<file path="config.mk">
export PLATFORM = sky130hd
export DESIGN_NAME = elevator_ctrl
export DESIGN_NICKNAME = d
export VERILOG_FILES = /design/src/rtl/elevator_ctrl.sv
export SDC_FILE = /design/constraint.sdc
export NUM_CORES = 1
export LEC_CHECK = 0
export ABC_AREA = 1
export CORE_MARGIN = 2
export CORE_UTILIZATION = 46
export CTS_CLUSTER_SIZE = 12
export DETAILED_ROUTE_END_ITERATION = 7
export PLACE_DENSITY = 0.69
export SETUP_SLACK_MARGIN = 0.2
export SLEW_MARGIN = 15
export SYNTH_ARGS = -nofsm -noshare
export SYNTH_HDL_FRONTEND = slang
export SYNTH_SLANG_ARGS = --single-unit
</file>
<file path="constraint.sdc">
create_clock -name clk -period 7.3 [get_ports clk]
set_clock_uncertainty 0.15 [all_clocks]
set_input_delay 1.095 -clock clk [delete_from_list [all_inputs] [get_ports clk]]
set_output_delay 1.095 -clock clk [all_outputs]
set_load 0.02 [all_outputs]
</file>
<file path="src/rtl/elevator_ctrl.sv">
// elevator_ctrl: SCAN-scheduled elevator car controller with request latching,
// tick-timed travel and door dwell, and capacity-limited occupancy tracking.
//
// Ports:
//   clk      system clock
//   rst_n    asynchronous active-low reset
//   tick     one-cycle timing strobe; travel and door timers advance only on it
//   req      floor request buttons (level), bit i = floor i
//   add      one-cycle pulse, a person enters (honoured only while door open)
//   rem      one-cycle pulse, a person leaves (honoured only while door open)
//   close    one-cycle pulse, close the door early
//   floor    current floor
//   dir      travel direction, 1 = up, 0 = down
//   door     1 while the door is open
//   people   current occupancy
//   pending  latched outstanding requests
//   moving   1 while travelling between floors
//   full     occupancy equals capacity
module elevator_ctrl #(
    parameter int NUM_FLOORS = 8,
    parameter int FLOOR_W    = 3,
    parameter int MAX_PEOPLE = 7,
    parameter int PEOPLE_W   = 3,
    parameter int MOVE_TICKS = 2,
    parameter int DOOR_TICKS = 5
) (
    input  logic                  clk,
    input  logic                  rst_n,
    input  logic                  tick,
    input  logic [NUM_FLOORS-1:0] req,
    input  logic                  add,
    input  logic                  rem,
    input  logic                  close,
    output logic [FLOOR_W-1:0]    floor,
    output logic                  dir,
    output logic                  door,
    output logic [PEOPLE_W-1:0]   people,
    output logic [NUM_FLOORS-1:0] pending,
    output logic                  moving,
    output logic                  full
);

    localparam int MW = $clog2(MOVE_TICKS + 1);
    localparam int DW = $clog2(DOOR_TICKS + 1);

    typedef enum logic [1:0] {IDLE, MOVING, DOOR_OPEN} state_t;

    state_t                state, state_nx;
    logic [FLOOR_W-1:0]    floor_nx;
    logic                  dir_nx;
    logic [MW-1:0]         move_cnt, move_nx;
    logic [DW-1:0]         door_cnt, door_nx;
    logic [PEOPLE_W-1:0]   people_nx;
    logic [NUM_FLOORS-1:0] pending_nx, req_q, here, here_nx;
    logic                  here_rise;

    // Any pending request strictly beyond floor f in direction d.
    function automatic logic look(input logic [NUM_FLOORS-1:0] p,
                                  input logic [FLOOR_W-1:0] f, input logic d);
        logic r;
        r = 1'b0;
        for (int i = 0; i < NUM_FLOORS; i++)
            if (p[i] && (d ? i > int'(f) : i < int'(f))) r = 1'b1;
        return r;
    endfunction

    function automatic logic [NUM_FLOORS-1:0] onehot(input logic [FLOOR_W-1:0] f);
        logic [NUM_FLOORS-1:0] o;
        for (int i = 0; i < NUM_FLOORS; i++) o[i] = (int'(f) == i);
        return o;
    endfunction

    assign door   = (state == DOOR_OPEN);
    assign moving = (state == MOVING);
    assign full   = (people == PEOPLE_W'(MAX_PEOPLE));
    assign here   = onehot(floor);
    assign here_nx = onehot(floor_nx);
    // A fresh press of the open floor's button holds the door.
    assign here_rise = |(req & ~req_q & here);

    always_ff @(posedge clk or negedge rst_n) begin
        if (!rst_n) begin
            state    <= IDLE;
            floor    <= '0;
            dir      <= 1'b1;
            move_cnt <= '0;
            door_cnt <= '0;
            people   <= '0;
            pending  <= '0;
            req_q    <= '0;
        end else begin
            state    <= state_nx;
            floor    <= floor_nx;
            dir      <= dir_nx;
            move_cnt <= move_nx;
            door_cnt <= door_nx;
            people   <= people_nx;
            pending  <= pending_nx;
            req_q    <= req;
        end
    end

    always_comb begin
        state_nx   = state;
        floor_nx   = floor;
        dir_nx     = dir;
        move_nx    = move_cnt;
        door_nx    = door_cnt;
        people_nx  = people;
        pending_nx = (pending | req) & ~(door ? here : {NUM_FLOORS{1'b0}});
        if (door && add && !rem && people != PEOPLE_W'(MAX_PEOPLE))
            people_nx = people + 1'b1;
        if (door && rem && !add && people != '0)
            people_nx = people - 1'b1;
        case (state)
            IDLE: begin
                if (|(pending & here)) begin
                    state_nx = DOOR_OPEN;
                    door_nx  = '0;
                end else if (look(pending, floor, dir)) begin
                    state_nx = MOVING;
                end else if (look(pending, floor, ~dir)) begin
                    state_nx = MOVING;
                    dir_nx   = ~dir;
                end
            end
            MOVING: begin
                if (tick) begin
                    if (move_cnt == MW'(MOVE_TICKS - 1)) begin
                        move_nx  = '0;
                        floor_nx = dir ? floor + 1'b1 : floor - 1'b1;
                        if (|(pending & here_nx)) begin
                            state_nx = DOOR_OPEN;
                            door_nx  = '0;
                        end else if (!look(pending, floor_nx, dir)) begin
                            state_nx = IDLE;
                        end
                    end else begin
                        move_nx = move_cnt + 1'b1;
                    end
                end
            end
            DOOR_OPEN: begin
                if (close) begin
                    state_nx = IDLE;
                    door_nx  = '0;
                end else if (here_rise) begin
                    door_nx = '0;
                end else if (tick) begin
                    if (door_cnt == DW'(DOOR_TICKS - 1)) begin
                        state_nx = IDLE;
                        door_nx  = '0;
                    end else begin
                        door_nx = door_cnt + 1'b1;
                    end
                end
            end
            default: state_nx = IDLE;
        endcase
    end

endmodule

</file>
* After elaboration in Yosys (flattened, before gate mapping) *
Cells that the tools add are included.

storage, ports and cells
  input bits = 14
  output and inout port bits = 18
  bits in registers = 30

operators by class
  bitwise operators = 11
  order comparisons = 28
  muxes and demuxes = 86
  add/subtract/negate cells = 6
  equality and inequality tests = 30
  reduce and logical (&&, ||, !) cells = 45

operator list
  kind                                                           count
  two-way mux 1 bit                                              57
  two-way mux 3 bit                                              14
  bitwise AND 8 bit                                              5
  equality test 3 bit (second input constant)                    10
  logical AND 1 bit                                              30
  greater-than comparator 3 bit (first input constant)           8
  two-way mux 2 bit                                              12
  OR reduction 8 bit                                             3
  < comparator 3 bit (first input constant)                      6
  inverter 8 bit                                                 2
  equality test 3 x 2 -> 1 bit (second input constant)           4
  greater-than comparator 2 x 3 -> 1 bit (first input constant)  4
  < comparator 1 x 3 -> 1 bit (first input constant)             4
  < comparator 2 x 3 -> 1 bit (first input constant)             4
  != test 3 bit (second input constant)                          4
  adder 3 x 1 -> 3 bit (second input constant)                   3
  one-hot mux 3 bit (3 select lines)                             1
  two-way mux 8 bit                                              1
  bitwise OR 8 bit                                               1
  AND reduction 7 bit                                            1
  equality test 3 x 1 -> 1 bit (second input constant)           2
  greater-than comparator 1 x 3 -> 1 bit (first input constant)  2
  logical NOT 3 bit                                              2
  one-hot mux 2 bit (3 select lines)                             1
  17 further kinds                                               25

* Depth between registers and ports, before layout *
Gate-level depths: netlist of run 1.

  depth after elaboration = 22
  gate-level depth with buffers = 16

* Least setup slack after synthesis of run 1 *
No wires, ideal clock.

  path type = register -> register
  start = register floor[0]
  end = register door_cnt[2]
  path slack = 4.767 ns
  cell stages (with the launch flop) = 17
  arrival time = 2.257 ns
  setup time = 0.126 ns
  period minus slack after synthesis = 2.533 ns
  cell sequence = dfrtp_1 buf_2 inv_1 ha_1 clkbuf_1 xor2_1 nand2_1 nand2_1 nand3_1 nand2_1 nor2_1 nand2_1 nand2_2 nand2_2 nand2_4 nand2_1 o21ai_0

on the way
  longest elaborated chain between the ends = 10
  elaborated cells on any way between the ends = 35

ends and longest elaborated chain
  element                                                                   RTL line  text
  from (decl)                                                               34        output logic [FLOOR_W-1:0] floor,
  from (signal assigned)                                                    93        floor <= floor_nx;
  subtractor 3 x 1 -> 3 bit / adder 3 x 1 -> 3 bit (equally long branches)  131       floor_nx = dir ? floor + 1'b1 : floor - 1'b1;
  two-way mux 3 bit                                                         131
  two-way mux 3 bit                                                         129       if (move_cnt == MW'(MOVE_TICKS - 1)) begin
  two-way mux 3 bit                                                         128       if (tick) begin
  two-way mux 3 bit                                                         115       case (state)
  equality test 3 x 2 -> 1 bit (tied with other cells)                      69        for (int i = 0; i < NUM_FLOORS; i++) o[i] = (int'(f) == i);
  bitwise AND 8 bit                                                         132       if (|(pending & here_nx)) begin
  OR reduction 8 bit                                                        132
  != test 2 x 1 -> 1 bit (no line)                                          --
  AND reduction 6 bit (no line)                                             --
  to (signal assigned)                                                      96        door_cnt <= door_nx;
  to (decl)                                                                 52        logic [DW-1:0] door_cnt, door_nx;

Several ways; a longest one is shown, not always the timed one.
A chain may end at the register's enable or synchronous reset.

* Worst setup path in the final report of run 1 *
  start = register state[1]
  end = output door

on the way
  longest elaborated chain between the ends = 1

ends and longest elaborated chain
  element                 RTL line  text
  from (decl)             48        state_t state, state_nx;
  from (signal assigned)  92        state <= state_nx;
  equality test 2 bit     73        assign door = (state == DOOR_OPEN);
  to (decl)               36        output logic door,

Every way passes these cells.

==> results of run 1 <==
[area by class of cell]
type | instances | area, µm²
inverters | 51 | 191
repair buffers | 32 | 318
clock inverters | 3 | 45.0
multi-input cells | 241 | 1250
well taps | 54 | 67.6
clock buffers | 5 | 68.8
fillers | 480 | 2000
flip-flops and latches | 30 | 752
[placed cells by master, fill, tap and decap left out, drive strengths merged, types with 2 or more instances in the layout]
cell type / count
a21oi: 17
a22oi: 2
a31oi: 3
clkbuf: 5
clkdlybuf4s50: 31
clkinvlp: 2
dfrtp: 29
ha: 9
inv: 51
nand2: 90
nand3: 29
nand3b: 2
nor2: 42
nor3: 6
o211ai: 2
o21ai: 22
o22ai: 4
o31ai: 2
xnor2: 3
xor2: 5
[layer usage]
| metal | part of all wire | routed length, µm | vias to the layer above | track usage |
|---|---|---|---|---|
| li1 | - | - | 1108 | - |
| met1 | 0.46 | 2550 | 999 | 0.329 |
| met5 | 0 | 0 | - | 0 |
| met2 | 0.46 | 2560 | 79 | 0.361 |
| met4 | 0.011 | 61 | 0 | 0.0525 |
| met3 | 0.068 | 375 | 7 | 0.0466 |
[cells by family after synthesis]
group | after synthesis
AND/OR/NAND/NOR | 171
buffers and inverters | 57
AO/OA/AOI/OAI | 52
flip-flops | 30
adder cells (fa/ha/maj) | 10
XOR/XNOR | 8
[report_power, final]
| group | total, mW | leakage [nW] | switching (mW) | internal [mW] |
|---|---|---|---|---|
| registers | 0.296 | 0.340 | 0.0851 | 0.211 |
| clock network | 0.170 | 0.0504 | 0.0688 | 0.101 |
| logic | 0.740 | 0.987 | 0.462 | 0.278 |
[final timing paths]
check | slack, ns | from | end | depth (start not counted)
min in group asynchronous | 1.04 | rst_n | floor[2] | 2
worst max-delay path | 4.21 | state[1] | door | 3
worst max register to register | 4.48 | floor[0] | door_cnt[2] | 14
worst min-delay path | 0.35 | move_cnt[0] | move_cnt[0] | 1
worst min register to register | 0.35 | move_cnt[0] | move_cnt[0] | 1
max in group asynchronous | 5.64 | rst_n | dir | 2
[state kept, by name, summed over array words and instances (netlist names)]
signal and flops:
floor 3, req_q 8, door_cnt 3, pending 8, dir 1, people 3, state 2, move_cnt 2
[synth_stat cells, drive strengths merged]
cell type / count / area share
nand4: 1 / 0.0028
buf: 5 / 0.012
o21ai: 22 / 0.051
a22oi: 2 / 0.0068
dfrtp: 29 / 0.33
xor2: 5 / 0.020
o22ai: 4 / 0.011
nor3: 6 / 0.014
nand2: 90 / 0.16
o211ai: 2 / 0.0068
clkbuf: 1 / 0.0017
xnor2: 3 / 0.012
nand3: 29 / 0.075
and3: 1 / 0.0028
a21oi: 17 / 0.038
o31ai: 2 / 0.0068
fa: 1 / 0.0090
nand3b: 2 / 0.0068
ha: 9 / 0.051
nor2: 42 / 0.079
dfstp: 1 / 0.012
inv: 51 / 0.086
a31oi: 3 / 0.0084
[stage by stage]
stage | instance area (µm²) | cells | util | total power [mW]
2_1_floorplan | 2220 | 328 | - | 0.823
3_3_place_gp | 2580 | 408 | 0.549 | 1.03
3_5_place_dp | 2580 | 408 | 0.549 | 1.03
4_1_cts | 2690 | 416 | 0.574 | 1.21
5_1_grt | 2690 | 416 | 0.574 | 1.33
6_report | 2690 | 416 | 0.574 | 1.21
==> results_dict.tcl, run 1 <==
set metrics [dict create \
    setup_ws_ns 4.21 \
    fin_nets 385 \
    grt_max_degree 31 \
    place_congestion 0.921 \
    hp-class "flip-flop to flip-flop" \
    overflow 0 \
    die_h_um 73.5 \
    htreeDepth 2 \
    synth_nets 352 \
    syn_to_final_growth_pct 21.0 \
    setup_viol 0 \
    hold_buffers 0 \
    post_cts_buffers 0 \
    synth_top_family_by_area "simple AND/OR/NAND/NOR gates" \
    die_w_um 73.5 \
    yosys.area_share.simple 0.341 \
    initial_core_util 0.474 \
    root_buffer "clkbuf_8" \
    crit_chain "inv_2 -> nor2_2 -> clkdlybuf4s50_1" \
    routed_wl_mm 5.54 \
    dieArea_mm2 0.00541 \
    core_mm2 0.00469 \
    synthMuxAreaShare 0 \
    cts_tree "built" \
    cts_buffers 5 \
    drt_iter0_markers 146 \
    drv_cap 0 \
    cp-end-kind "output pin" \
    required_ns 6.05 \
    cp_top_family "buffers and inverters" \
    postRouteAntennaNets 0 \
    ys_ff_latch 30 \
    cts_resized 0 \
    tns_ns 0 \
    cts.clk_slew.worst_paths_ns 0.07 \
    synthAdderAreaFrac 0.0597 \
    post-place-ws_ns 4.27 \
    ys_types 33 \
    viasPerCell 5.27 \
    period_share 0.423 \
    dp_hpwl_mm 4.23 \
    cts_sinks 30 \
    power_per_cell_area_mw_per_mm2 448 \
    drcViolationCount 0 \
    p_leak_nw 1.38 \
    cpPeakStageDelay_ns 0.69 \
    clk_path_buf_depth 2 \
    synth_warnings 0 \
    drive_gt1_frac 0.0718 \
    slew_viol_final 0 \
    timing.fmax_mhz 324 \
    whs_ns 0.352 \
    place.port_buffers 31 \
    pin_count 32 \
    diodes 0 \
    avgRoutedWirePerCell_um 13.3 \
    worst-path-max-fanout 8 \
    worst_pin_slew_ns 0.523 \
    netlist_area_mm2 0.00222 \
    rows 25 \
    rsz0062_at_grt "no" \
    outcome "finished clean" \
    seq_area_frac_synth 0.338 \
    vias 2193 \
    cp-start-kind "flip-flop" \
    track_usage 0.231 \
    final_hold_viol_count 0 \
    antenna_found_initial 0 \
    ir_worst_vdd_uv 207 \
    synth-xor-area-share 0.0315 \
    clkLatencyLatePin_ns 0.28 \
    synth_compound_area_frac 0.129 \
    path_class "flip-flop to output pin" \
    cp_slowest_cell "clkdlybuf4s50_1" \
    avgSynthCellArea_um2 6.78 \
    arrival_ns 1.84 \
    grt_pass1_wl_mm 9.50 \
    relSlewSlack 0.651 \
    dr.pass1.iters 5 \
    netlist_instances 328 \
    critical_path_buf_inv_count 2 \
    min_period_ns 3.09 \
    grt_pass1_vias 2005 \
]
(Power assumes the default switching activity.)
==> inputs of run 2 (changes only) <==
Settings changed: PLACE_DENSITY 0.69 to 0.72.
Clock period 7.3 ns to 2.79 ns, I/O delays scaled along.
==> run 2 against run 1 <==
Die area unchanged. Non-clock buffer count up 4. Clock power rose to 2.6 times the previous value. First-iteration DRC count down 3.4%. Routed wire length up 3.5%. Sequential power up 140%. Sequential share of layout area down 0.31 points. Global-route usage up 1.2 points. Setup slack worse by 3.8 ns. Register-to-register slack worse by 4.0 ns. Hold slack worse by 0.016 ns. Final cell count up 0.96%. Critical path type is now flip-flop to flip-flop. Critical endpoint is now state[1]. Largest power group unchanged.
==> results_dict.tcl, run 2 (same netlist as run 1, synthesis figures left out) <==
set metrics [dict create \
    cp-start-kind "flip-flop" \
    wl_met3_um 374 \
    drv_cap 0 \
    wirelength_met1_mm 2.56 \
    final_cells 420 \
    hp-class "flip-flop to flip-flop" \
    post_cts_buffers 0 \
    diodes 0 \
    clkLatencyLatePin_ns 0.29 \
    utilization 0.581 \
    drt_iter0_markers 141 \
    cts_tree "built" \
    timing.fmax_mhz 424 \
    min_period_ns 2.36 \
    overflow 0 \
    placedInstanceArea_mm2 0.00261 \
    relSlewSlack 0.739 \
    place_congestion 0.920 \
    cts_sinks 30 \
    dr.pass1.iters 5 \
    outcome "finished clean" \
    antenna_found_initial 0 \
    cp-end-kind "flip-flop" \
    avgRoutedWirePerCell_um 13.7 \
    power_mw 3.23 \
    syn_to_final_growth_pct 22.6 \
    period_share 0.845 \
    power_per_cell_area_mw_per_mm2 1180 \
    grt_max_degree 31 \
    layout_commonest_cell "nand2_1" \
    grt_pass1_wl_mm 10.1 \
    final_cell_mix "84 x nand2_1, 47 x inv_1, 39 x nor2_1" \
    rows 25 \
    path_class "flip-flop to flip-flop" \
    top_layer "met4" \
    fin_nets 389 \
    ir_worst_vdd_uv 474 \
    drive_gt1_frac 0.0902 \
    hold_buffers 0 \
    arrival_ns 2.39 \
    vias 2216 \
    numPlacedInstances 412 \
    route.met2.wl_mm 2.66 \
    slew_viol_final 0 \
    final_area_mm2 0.00273 \
    p_leak_nw 1.40 \
    rsz0062_at_grt "no" \
    clk_path_buf_depth 2 \
    worst-path-max-fanout 7 \
    dp_hpwl_mm 4.42 \
    cts_resized 0 \
    routed_wl_mm 5.73 \
    die_w_um 73.5 \
    core_mm2 0.00469 \
    root_buffer "clkbuf_8" \
    cts.clk_slew.worst_paths_ns 0.07 \
    drcViolationCount 0 \
    required_ns 2.82 \
    die_h_um 73.5 \
    viasPerCell 5.28 \
    pin_count 32 \
    postRouteAntennaNets 0 \
    grt_pass1_vias 2179 \
    tns_ns 0 \
    worst_pin_slew_ns 0.391 \
    htreeDepth 2 \
    track_usage 0.242 \
    reg.largest.list "pending x8, req_q x8" \
    dieArea_mm2 0.00541 \
    setup_viol 0 \
    initial_core_util 0.474 \
    place.port_buffers 31 \
    final_hold_viol_count 0 \
    cts_buffers 5 \
]
run 2: cell count changes in the layout (fill, tap and decap cells not counted):
cell	change
buf_4	+4
clkbuf_1	+1
clkinvlp_4	-1
dfrtp_1	-1
dfrtp_2	+1
ha_1	-1
ha_2	+1
inv_1	-1
inv_2	+1
nor3_1	-1
nor3_2	+1
run 2: layout make-up:
cell class,instances,area (µm²)
Fill cell,469,1970
Multi-Input combinational cell,241,1260
Sequential cell,30,753
Timing Repair Buffer,36,348
Inverter,51,191
Clock buffer,6,72.6
Tap cell,54,67.6
Clock inverter,2,37.5
run 2: where the power goes:
part / switching, mW / total [mW] / internal, mW / leakage [nW]
sequential: 0.166 / 0.721 / 0.555 / 0.339
combinational: 1.29 / 2.06 / 0.769 / 1.01
clock: 0.174 / 0.440 / 0.266 / 0.0514
run 2: worst max-delay path, cell delays in order (launching register included):
cell	delay (ns)
dfrtp_1	0.46
inv_2	0.16
ha_1	0.23
inv_1	0.07
nor2_1	0.17
nand2_1	0.06
o21ai_0	0.10
nor2_1	0.09
nand2_1	0.14
nor2_1	0.08
nand3_1	0.11
nor2_1	0.06
nor2_1	0.16
nand2_1	0.10
nand2_1	0.07
nand2_1	0.05
run 2: through the flow:
| stage | hold slack (ns) | setup slack [ns] |
|---|---|---|
| 4_1_cts | 0.342 | 0.312 |
| 6_report | 0.337 | 0.433 |
| 3_5_place_dp | 0.330 | 0.319 |
| 2_1_floorplan | -0.0271 | 0.257 |
| 5_1_grt | 0.381 | 0.201 |
| 3_3_place_gp | 0.332 | 0.391 |
run 2: final timing paths:
| check | start | end | slack (ns) | depth (start not counted) |
|---|---|---|---|---|
| setup / recovery | floor[0] | state[1] | 0.43 | 15 |
| hold / removal | people[0] | people[0] | 0.34 | 1 |
| setup reg to reg | floor[0] | state[1] | 0.43 | 15 |
| hold reg to reg | people[0] | people[0] | 0.34 | 1 |
| max in group asynchronous | rst_n | dir | 1.81 | 2 |
| min in group asynchronous | rst_n | door_cnt[2] | 0.37 | 2 |
run 2: layer usage:
layer,global-route usage,vias to the layer above
li1,-,1125
met1,0.331,996
met2,0.391,83
met3,0.0425,12
met4,0.0768,0
met5,0,-
